[config.mk]
export PLATFORM = sky130hd
export DESIGN_NAME = uart_rx_fifo
export DESIGN_NICKNAME = d
export VERILOG_FILES = /design/src/rtl/uart_rx_fifo.sv
export SDC_FILE = /design/constraint.sdc
export NUM_CORES = 1
export LEC_CHECK = 0
export BUFFER_PORTS_ARGS = -buffer_cell sky130_fd_sc_hd__buf_2
export CORE_UTILIZATION = 45
export CTS_BUF_LIST = sky130_fd_sc_hd__clkbuf_8
export CTS_CLUSTER_DIAMETER = 50
export CTS_CLUSTER_SIZE = 12
export DETAILED_ROUTE_END_ITERATION = 7
export PLACE_DENSITY_LB_ADDON = 0.3
export REMOVE_ABC_BUFFERS = 1
export SLEW_MARGIN = 20
export SYNTH_ARGS = -nofsm -noshare
export SYNTH_HDL_FRONTEND = slang
export SYNTH_SLANG_ARGS = --single-unit
export TNS_END_PERCENT = 1
[constraint.sdc]
create_clock -name clk -period 2.65 [get_ports clk]
set_input_delay 0.53 -clock clk [delete_from_list [all_inputs] [get_ports clk]]
set_output_delay 0.53 -clock clk [all_outputs]
set_load 0.005 [all_outputs]
[src/rtl/uart_rx_fifo.sv]
// UART receiver (8N1, or 8E1 when UART_RX_PARITY_EN is defined) feeding a 4-entry first-word-fall-through FIFO.
// Latency: byte visible (clk_per_bit-1)/2 + 9*clk_per_bit cycles (10 with parity) after the synchronized start edge.
// Backpressure: none on the serial line; a good frame arriving with the FIFO full and no pop is dropped and sets overflow.
module uart_rx_fifo #(
   parameter logic [7:0] clk_per_bit = 8'd50
) (
   input  logic       clk,
   input  logic       rst,
   input  logic       rx_serial,
   input  logic       rd_en,
   output logic [7:0] rd_data,
   output logic       rd_valid,
   output logic       rx_done,
   output logic       frame_err,
   output logic       parity_err,
   output logic       overflow
);

   // START waits half a bit (rounded down) so every later sample lands mid-bit.
   localparam logic [7:0] start_last = ((clk_per_bit - 8'd1) >> 1) - 8'd1;
   localparam logic [7:0] bit_last   = clk_per_bit - 8'd1;

   typedef enum logic [2:0] {
      IDLE,
      START,
      DATA,
`ifdef UART_RX_PARITY_EN
      PARITY,
`endif
      STOP
   } state_t;

   logic       rx_meta;
   logic       rx_sync;
   logic       rx_sync_d;
   state_t     state;
   logic [7:0] cnt;
   logic [2:0] bit_idx;
   logic [7:0] shreg;

   logic [7:0] mem [4];
   logic [1:0] wr_ptr;
   logic [1:0] rd_ptr;
   logic [2:0] count;
   logic       fifo_full;
   logic       stop_tick;
   logic       good_stop;
   logic       push;
   logic       pop;

`ifdef UART_RX_PARITY_EN
   logic       par_bad;
`endif

   always_ff @(posedge clk) begin
      if (rst) begin
         rx_meta   <= 1'b1;
         rx_sync   <= 1'b1;
         rx_sync_d <= 1'b1;
      end else begin
         rx_meta   <= rx_serial;
         rx_sync   <= rx_meta;
         rx_sync_d <= rx_sync;
      end
   end

   assign stop_tick = (state == STOP) && (cnt == bit_last);
`ifdef UART_RX_PARITY_EN
   assign good_stop = stop_tick && rx_sync && !par_bad;
`else
   assign good_stop = stop_tick && rx_sync;
`endif

   assign rd_valid  = (count != 3'd0);
   assign rd_data   = rd_valid ? mem[rd_ptr] : 8'h00;
   assign fifo_full = count[2];
   assign pop       = rd_en && rd_valid;
   // A pop in the same cycle frees the slot, so a full FIFO can still accept.
   assign push      = good_stop && (!fifo_full || pop);

   always_ff @(posedge clk) begin
      if (rst) begin
         state      <= IDLE;
         cnt        <= 8'd0;
         bit_idx    <= 3'd0;
         shreg      <= 8'h00;
         rx_done    <= 1'b0;
         frame_err  <= 1'b0;
         overflow   <= 1'b0;
`ifdef UART_RX_PARITY_EN
         par_bad    <= 1'b0;
         parity_err <= 1'b0;
`endif
      end else begin
         rx_done   <= push;
         frame_err <= stop_tick && !rx_sync;
`ifdef UART_RX_PARITY_EN
         parity_err <= stop_tick && rx_sync && par_bad;
`endif
         if (good_stop && !push) begin
            overflow <= 1'b1;
         end

         case (state)
            IDLE: begin
               if (rx_sync_d && !rx_sync) begin
                  state   <= START;
                  cnt     <= 8'd0;
                  bit_idx <= 3'd0;
               end
            end
            START: begin
               if (cnt == start_last) begin
                  cnt   <= 8'd0;
                  state <= rx_sync ? IDLE : DATA;
               end else begin
                  cnt <= cnt + 8'd1;
               end
            end
            DATA: begin
               if (cnt == bit_last) begin
                  cnt     <= 8'd0;
                  shreg   <= {rx_sync, shreg[7:1]};
                  bit_idx <= bit_idx + 3'd1;
                  if (bit_idx == 3'd7) begin
`ifdef UART_RX_PARITY_EN
                     state <= PARITY;
`else
                     state <= STOP;
`endif
                  end
               end else begin
                  cnt <= cnt + 8'd1;
               end
            end
`ifdef UART_RX_PARITY_EN
            PARITY: begin
               if (cnt == bit_last) begin
                  cnt     <= 8'd0;
                  par_bad <= (rx_sync != ^shreg);
                  state   <= STOP;
               end else begin
                  cnt <= cnt + 8'd1;
               end
            end
`endif
            STOP: begin
               if (cnt == bit_last) begin
                  cnt   <= 8'd0;
                  state <= IDLE;
               end else begin
                  cnt <= cnt + 8'd1;
               end
            end
            default: begin
               state <= IDLE;
               cnt   <= 8'd0;
            end
         endcase
      end
   end

`ifndef UART_RX_PARITY_EN
   assign parity_err = 1'b0;
`endif

   always_ff @(posedge clk) begin
      if (push && !rst) begin
         mem[wr_ptr] <= shreg;
      end
   end

   always_ff @(posedge clk) begin
      if (rst) begin
         wr_ptr <= 2'd0;
         rd_ptr <= 2'd0;
         count  <= 3'd0;
      end else begin
         if (push) begin
            wr_ptr <= wr_ptr + 2'd1;
         end
         if (pop) begin
            rd_ptr <= rd_ptr + 2'd1;
         end
         case ({push, pop})
            2'b10:   count <= count + 3'd1;
            2'b01:   count <= count - 3'd1;
            default: count <= count;
         endcase
      end
   end

endmodule

==> flow_metrics.env, run 1 <==
export IMPL_total_power_mw=2.08
export IMPL_portBuffers=15
export IMPL_grt_max_degree=28
export IMPL_required_ns=2.12
export IMPL_hp_start="rx_serial"
export IMPL_post_cts_buffers=0
export IMPL_overflow=0
export IMPL_p_seq_share_pct=53.0
export IMPL_place_congestion=0.778
export IMPL_drive_gt1_share_pct=20.4
export IMPL_drt_initial_drc_count=81
export IMPL_final_period_utilization_pct=90.8
export IMPL_ys_types=51
export IMPL_ys_ff_latch=68
export IMPL_clockBufferDepth=2
export IMPL_synthFlopType="dfxtp_1"
export IMPL_synth_top_family_by_area="simple AND/OR/NAND/NOR gates"
export IMPL_layout_common_cells="dfxtp_1, edfxtp_1, nor2_1"
export IMPL_num_vias=1888
export IMPL_die_area_mm2=0.00700
export IMPL_core_mm2=0.00639
export IMPL_row_count=29
export IMPL_synthAdderAreaFrac_pct=4.42
export IMPL_maxCapViolCount=0
export IMPL_avgRoutedWirePerCell_um=14.6
export IMPL_clock_fmax_mhz=416
export IMPL_synth_enable_flop_cells=32
export IMPL_combinationalPowerShare_pct=2.1
export IMPL_grt_setup_unrepaired="false"
export IMPL_antenna_found_initial=0
export IMPL_worstSkewPairLatency_ns=0.34
export IMPL_worst_r2r_setup_slack_ns=0.27
export IMPL_synthMuxAreaShare_pct=9.01
export IMPL_num_antenna_cells=0
export IMPL_clock_skew_ns=0.00781
export IMPL_drtPass1Iterations=4
export IMPL_hold_violations=0
export IMPL_finalSetupTns_ns=0
export IMPL_ys_async_sr_fraction_pct=0
export IMPL_maxSlewHeadroom_pct=53.0
export IMPL_cts_tree="yes"
export IMPL_post_cts_resized=0
export IMPL_p_leak_nw=1.19
export IMPL_ys_warn_count=0
export IMPL_start_kind="flop"
export IMPL_intPower_mw=1.64
export IMPL_r2r_end="count[2]$_SDFFE_PP0P_"
export IMPL_die_w_um=83.7
export IMPL_clockPowerShare_pct=44.9
export IMPL_hold_buffers=0
export IMPL_grt_pass1_wl_um=8420
export IMPL_worstMarginPinSlew_ns=0.699
export IMPL_ctsRootBufferMaster="clkbuf_8"
export IMPL_synthXorXnorAreaFrac_pct=1.75
export IMPL_r2r_cells=11
export IMPL_track_usage_pct=15.6
export IMPL_start_util_pct=47.0
export IMPL_drv_slew=0
export IMPL_met2_usage_pct=24.5
export IMPL_min_path_cells=2
export IMPL_crit_fanout=8
export IMPL_whs_endpoint="rx_meta$_SDFF_PP1_"
export IMPL_route_detailed_drc=0
export IMPL_grt_busiest_layer="met2"
export IMPL_final_cells=347
export IMPL_critPathKind="flop to primary output"
export IMPL_num_nets_final=279
export IMPL_final_common_cell="dfxtp_1"
export IMPL_grt_pass1_vias=1728
export IMPL_area_growth_pct=11.6
export IMPL_ir_drop_uv=377
export IMPL_holdCritPathClass="input pin to flop"
export IMPL_cts_num_sinks=68
export IMPL_power_per_cell_area_mw_per_mm2=620
export IMPL_ios=17
export IMPL_hpwlAfterDp_um=3370
export IMPL_setup_viol=0
export IMPL_synth_compound_area_share_pct=8.51
export IMPL_utilization_pct=52.4
export IMPL_min_period_ns=2.41
export IMPL_vias_per_cell=5.44
export IMPL_avgSynthCellArea_um2=12.0
export IMPL_critPathCaptureType="primary output"
export IMPL_finalWirelength_um=5080
export IMPL_cts_buffers=9
export IMPL_htree_levels=3
export IMPL_ys_seq_area_share_pct=56.0
export IMPL_grtUsageMet1_pct=20.2
export IMPL_fp_dieH_um=83.7
export IMPL_gr_usage_met3_pct=4.75
export IMPL_syn_inst=250
export IMPL_syn_area_mm2=0.00300
export IMPL_p_sw_uw=435
export IMPL_ant_nets=0
export IMPL_worstReg2RegStart="cnt[1]$_SDFFE_PP0P_"
export IMPL_path_clk_slew_ns=0.07
export IMPL_swShare_pct=20.9
export IMPL_place_inst=331
export IMPL_status="finished clean"
export IMPL_synthSimpleGateAreaFrac_pct=15.8
export IMPL_crit_arrival_ns=1.88
how the worst max path moves through the flow:
| stage | startpoint | endpoint | slack (ns) |
|---|---|---|---|
| 6_report | flop | rd_data[4] | 0.24 |
| 4_1_cts | flop | rd_data[4] | 0.17 |
| 5_1_grt | flop | rd_data[2] | 0.12 |
| 3_5_place_dp | rd_en | count[2]$_SDFFE_PP0P_ | 0.27 |
| 3_3_place_gp | rd_en | count[2]$_SDFFE_PP0P_ | 0.37 |
| 2_1_floorplan | state[1]$_SDFFE_PP0P_ | count[2]$_SDFFE_PP0P_ | 0.30 |
power groups by stage:
stage               Clock (mW)  Combinational, mW  Sequential [mW]
global route              1.01             0.0489             1.10
global placement             0             0.0442             1.12
floorplan                    0             0.0246             1.12
CTS                      0.961             0.0443             1.10
detailed placement           0             0.0440             1.12
finish                   0.932             0.0439             1.10
critical path, stage by stage, from the launching register on:
cell and delay (ns):
dfxtp_1 0.67, mux4_2 0.58, and2_1 0.17, buf_2 0.12
layout make-up:
| class | instances | area, um^2 |
|---|---|---|
| Tap cell | 77 | 96.3 |
| Inverter | 12 | 45.0 |
| Multi-Input combinational cell | 154 | 1190 |
| Sequential cell | 68 | 1680 |
| Timing Repair Buffer | 20 | 113 |
| Fill cell | 556 | 3040 |
| Clock inverter | 7 | 97.6 |
| Clock buffer | 9 | 124 |
cells in the mapped netlist (all sizes together) (5+ instances only):
library cell	instances	area share (%)
and3	5	1.0
nor2	22	2.8
buf	8	1.8
o211ai	5	1.3
and2	11	2.3
a31oi	5	1.0
nand3	8	1.5
mux4	8	6.0
ha	9	3.8
nand2	10	1.3
edfxtp	32	32
nor3	5	1.2
inv	12	1.5
clkbuf	8	1.0
dfxtp	36	24
mux2i	9	3.0
o2111ai	5	1.5
o21ai	6	1.0
a21oi	10	1.8
sequential cells by signal (all words and copies together), names as in the netlist, named ones only:
| signal | cells |
|---|---|
| cnt | 8 |
| frame_err | 1 |
| rx_sync_d | 1 |
| rx_done | 1 |
| bit_idx | 3 |
| shreg | 8 |
| rx_sync | 1 |
| count | 3 |
| overflow | 1 |
| state | 2 |
| wr_ptr | 2 |
| rx_meta | 1 |
| rd_ptr | 2 |
| mem | 32 |
metal layers:
metal | wire length [um] | up-vias
met4 | 90 | 0
met2 | 2410 | 27
met5 | 0 | -
li1 | - | 946
met3 | 159 | 10
met1 | 2420 | 905
kinds of logic after synthesis:
kind of cell | Yosys count
AND/OR/NAND/NOR | 82
buffers and inverters | 28
AO/OA/AOI/OAI | 38
XOR/XNOR | 6
multiplexers | 17
flip-flops | 68
adder cells (fa/ha/maj) | 10
other | 1
metrics by stage:
stage	setup slack [ns]	hold WS (ns)	instance area [um^2]
4_1_cts	0.171	0.348	3350
2_1_floorplan	0.300	0.389	2920
5_1_grt	0.117	0.351	3350
3_5_place_dp	0.272	0.398	3130
6_report	0.244	0.364	3350
3_3_place_gp	0.367	0.393	3130
Power figures use the tool's default switching activity.
==> run 2, diff against run 1 <==
ABC_AREA = 1   (was default)
GPL_TIMING_DRIVEN = 0   (was default)
SLEW_MARGIN = 10   (was 20)
==> run 2 against run 1 <==
Compared with the run above: global-route usage rose by 1.3 points; clock skew barely moved; synthesized area fell by 0.21%; sequential power rose by 7%; worst setup slack improved by 0.050 ns; critical path type is now flop to flop; largest cell class unchanged; highest routed layer unchanged.
==> flow_metrics.env, run 2 <==
export IMPL_row_count=29
export IMPL_final_cells=445
export IMPL_drv_slew=0
export IMPL_required_ns=2.62
export IMPL_layout_common_cells="nor2_1, nand2_1, inv_1"
export IMPL_synth_common_cells="nor2_1, nand2_1, inv_1, dfxtp_1"
export IMPL_worstMarginPinSlew_ns=0.837
export IMPL_syn_area_mm2=0.00299
export IMPL_start_util_pct=46.9
export IMPL_finalSetupTns_ns=0
export IMPL_drtPass1Iterations=4
export IMPL_core_mm2=0.00639
export IMPL_hp_start="rx_serial"
export IMPL_ys_types=27
export IMPL_final_common_cell="nor2_1"
export IMPL_fp_dieH_um=83.6
export IMPL_maxSlewHeadroom_pct=44.0
export IMPL_htree_levels=3
export IMPL_ios=17
export IMPL_hold_violations=0
export IMPL_portBuffers=15
export IMPL_ys_ff_latch=68
export IMPL_finalWirelength_um=5380
export IMPL_clockBufferDepth=2
export IMPL_ctsRootBufferMaster="clkbuf_8"
export IMPL_reg_largest_list="mem (32), cnt (8), shreg (8)"
export IMPL_power_per_cell_area_mw_per_mm2=726
export IMPL_grt_pass1_wl_um=9200
export IMPL_clock_fmax_mhz=425
export IMPL_crit_fanout=8
export IMPL_ant_nets=0
export IMPL_vias_per_cell=4.90
export IMPL_drt_initial_drc_count=79
export IMPL_status="finished clean"
export IMPL_synth_top_cell_by_area="edfxtp_1"
export IMPL_antenna_found_initial=0
export IMPL_ys_top_cells_by_area="edfxtp_1, dfxtp_1, nor2_1"
export IMPL_cts_tree="yes"
export IMPL_utilization_pct=51.8
export IMPL_ir_drop_uv=418
export IMPL_drive_gt1_share_pct=10.9
export IMPL_startpoint="cnt[0]$_SDFFE_PP0P_"
export IMPL_yosys_area_top_type_share_pct=32.1
export IMPL_hold_buffers=0
export IMPL_hold_worst_slack_ns=0.375
export IMPL_ys_seq_area_share_pct=56.2
export IMPL_setup_viol=0
export IMPL_path_clk_slew_ns=0.07
export IMPL_avgRoutedWirePerCell_um=12.1
export IMPL_num_nets_final=377
export IMPL_ys_warn_count=0
export IMPL_critPathKind="flop to flop"
export IMPL_worstReg2RegStart="cnt[0]$_SDFFE_PP0P_"
export IMPL_holdCritPathClass="input pin to flop"
export IMPL_fillers=580
export IMPL_top_register="mem"
export IMPL_grt_max_degree=21
export IMPL_synthFlopType="dfxtp_1"
export IMPL_critPathCaptureType="flop"
export IMPL_synth_enable_flop_cells=32
export IMPL_cts_num_sinks=68
export IMPL_final_period_utilization_pct=88.9
export IMPL_route_detailed_drc=0
export IMPL_place_inst=429
export IMPL_area_growth_pct=10.5
export IMPL_synth_most_common_cell="nor2_1"
export IMPL_track_usage_pct=16.9
export IMPL_slowest_stage="nor2_1"
export IMPL_num_antenna_cells=0
export IMPL_num_vias=2181
export IMPL_crit_arrival_ns=2.32
export IMPL_post_cts_buffers=0
export IMPL_die_w_um=83.6
export IMPL_syn_inst=346
export IMPL_worstSkewPairLatency_ns=0.34
export IMPL_largest_reg_flops=32
export IMPL_start_kind="flop"
export IMPL_crit_chain="ha_1 > nand3_1 > nor3_4 > nand4_4 > nor2_4 > inv_2 > nor2_1"
export IMPL_p_leak_nw=1.35
export IMPL_place_congestion=0.870
export IMPL_grt_setup_unrepaired="false"
export IMPL_min_period_ns=2.36
export IMPL_maxCapViolCount=0
export IMPL_hpwlAfterDp_um=3630
export IMPL_clock_skew_ns=0.00813
export IMPL_avgSynthCellArea_um2=8.65
export IMPL_ys_async_sr_fraction_pct=0
export IMPL_post_cts_resized=0
export IMPL_overflow=0
export IMPL_die_area_mm2=0.00698
export IMPL_total_power_mw=2.40
export IMPL_cts_buffers=9
export IMPL_grt_pass1_vias=2065
export IMPL_crit_path_max_incr_delay_ns=0.63
-- run 2: cell types whose count changed after synthesis, sizes merged, moves of 8 or more --
cell   previous run  this run
a21oi            10        32
nor2             22        63
mux2i             9         0
inv              12        46
o21ai             6        32
and2             11         0
mux4              8         0
nand2            10        63
-- run 2: final timing paths --
path / end / cells after the start / slack [ns]
setup / recovery: mem[0][5]$_DFFE_PP_ / 7 / 0.29
hold / removal: rx_meta$_SDFF_PP1_ / 2 / 0.37
setup reg to reg: mem[0][5]$_DFFE_PP_ / 7 / 0.29
hold reg to reg: rx_sync$_SDFF_PP1_ / 1 / 0.41
-- run 2: layout make-up --
type | count | area [um^2] | share of cell area (%)
sequential | 68 | 1680 | 50.8
inverter | 48 | 181 | 5.48
clock inverter | 7 | 67.6 | 2.04
clock buffer | 9 | 124 | 3.74
tap | 77 | 96.3 | 2.91
timing repair buffer | 15 | 75.1 | 2.27
multi-input combinational | 221 | 1080 | 32.7
-- run 2: kinds of logic after synthesis --
family	Yosys count	synth area share [%]
adders and majority gates	10	4.43
buffers and inverters	57	7.69
DFF	68	56.2
and+or+nand+nor	145	20.6
other	1	0.125
AOI/OAI and AO/OA	65	10.9
-- run 2: where the power goes --
group	switching (mW)	internal, mW	total, mW
clock network	0.386	0.429	0.815
registers	0.0483	1.13	1.18
logic	0.277	0.133	0.410
total	0.711	1.69	2.40
-- run 2: worst max-delay path: cells and delay by family, from the launching register on --
| kind | cells | cell delay, ns |
|---|---|---|
| buffers and inverters | 1 | 0.06 |
| and+or+nand+nor | 5 | 1.33 |
| adders and majority gates | 1 | 0.20 |
| DFF | 1 | 0.40 |
-- run 2: metrics by stage --
| stage | cell area [um^2] | setup slack, ns |
|---|---|---|
| after CTS | 3310 | 0.226 |
| final | 3310 | 0.294 |
| after global routing | 3310 | 0.0962 |
| after detailed placement | 3120 | 0.281 |
| after global placement | 3120 | 0.276 |
| after floorplan | 2950 | 0.698 |
-- run 2: layer usage --
layer	routed length, um	global-route usage (%)	vias to the layer above
met3	181	4.75	13
li1	-	-	1143
met1	2510	19.8	993
met2	2560	28.1	32
met4	132	9.09	0
met5	0	0	-
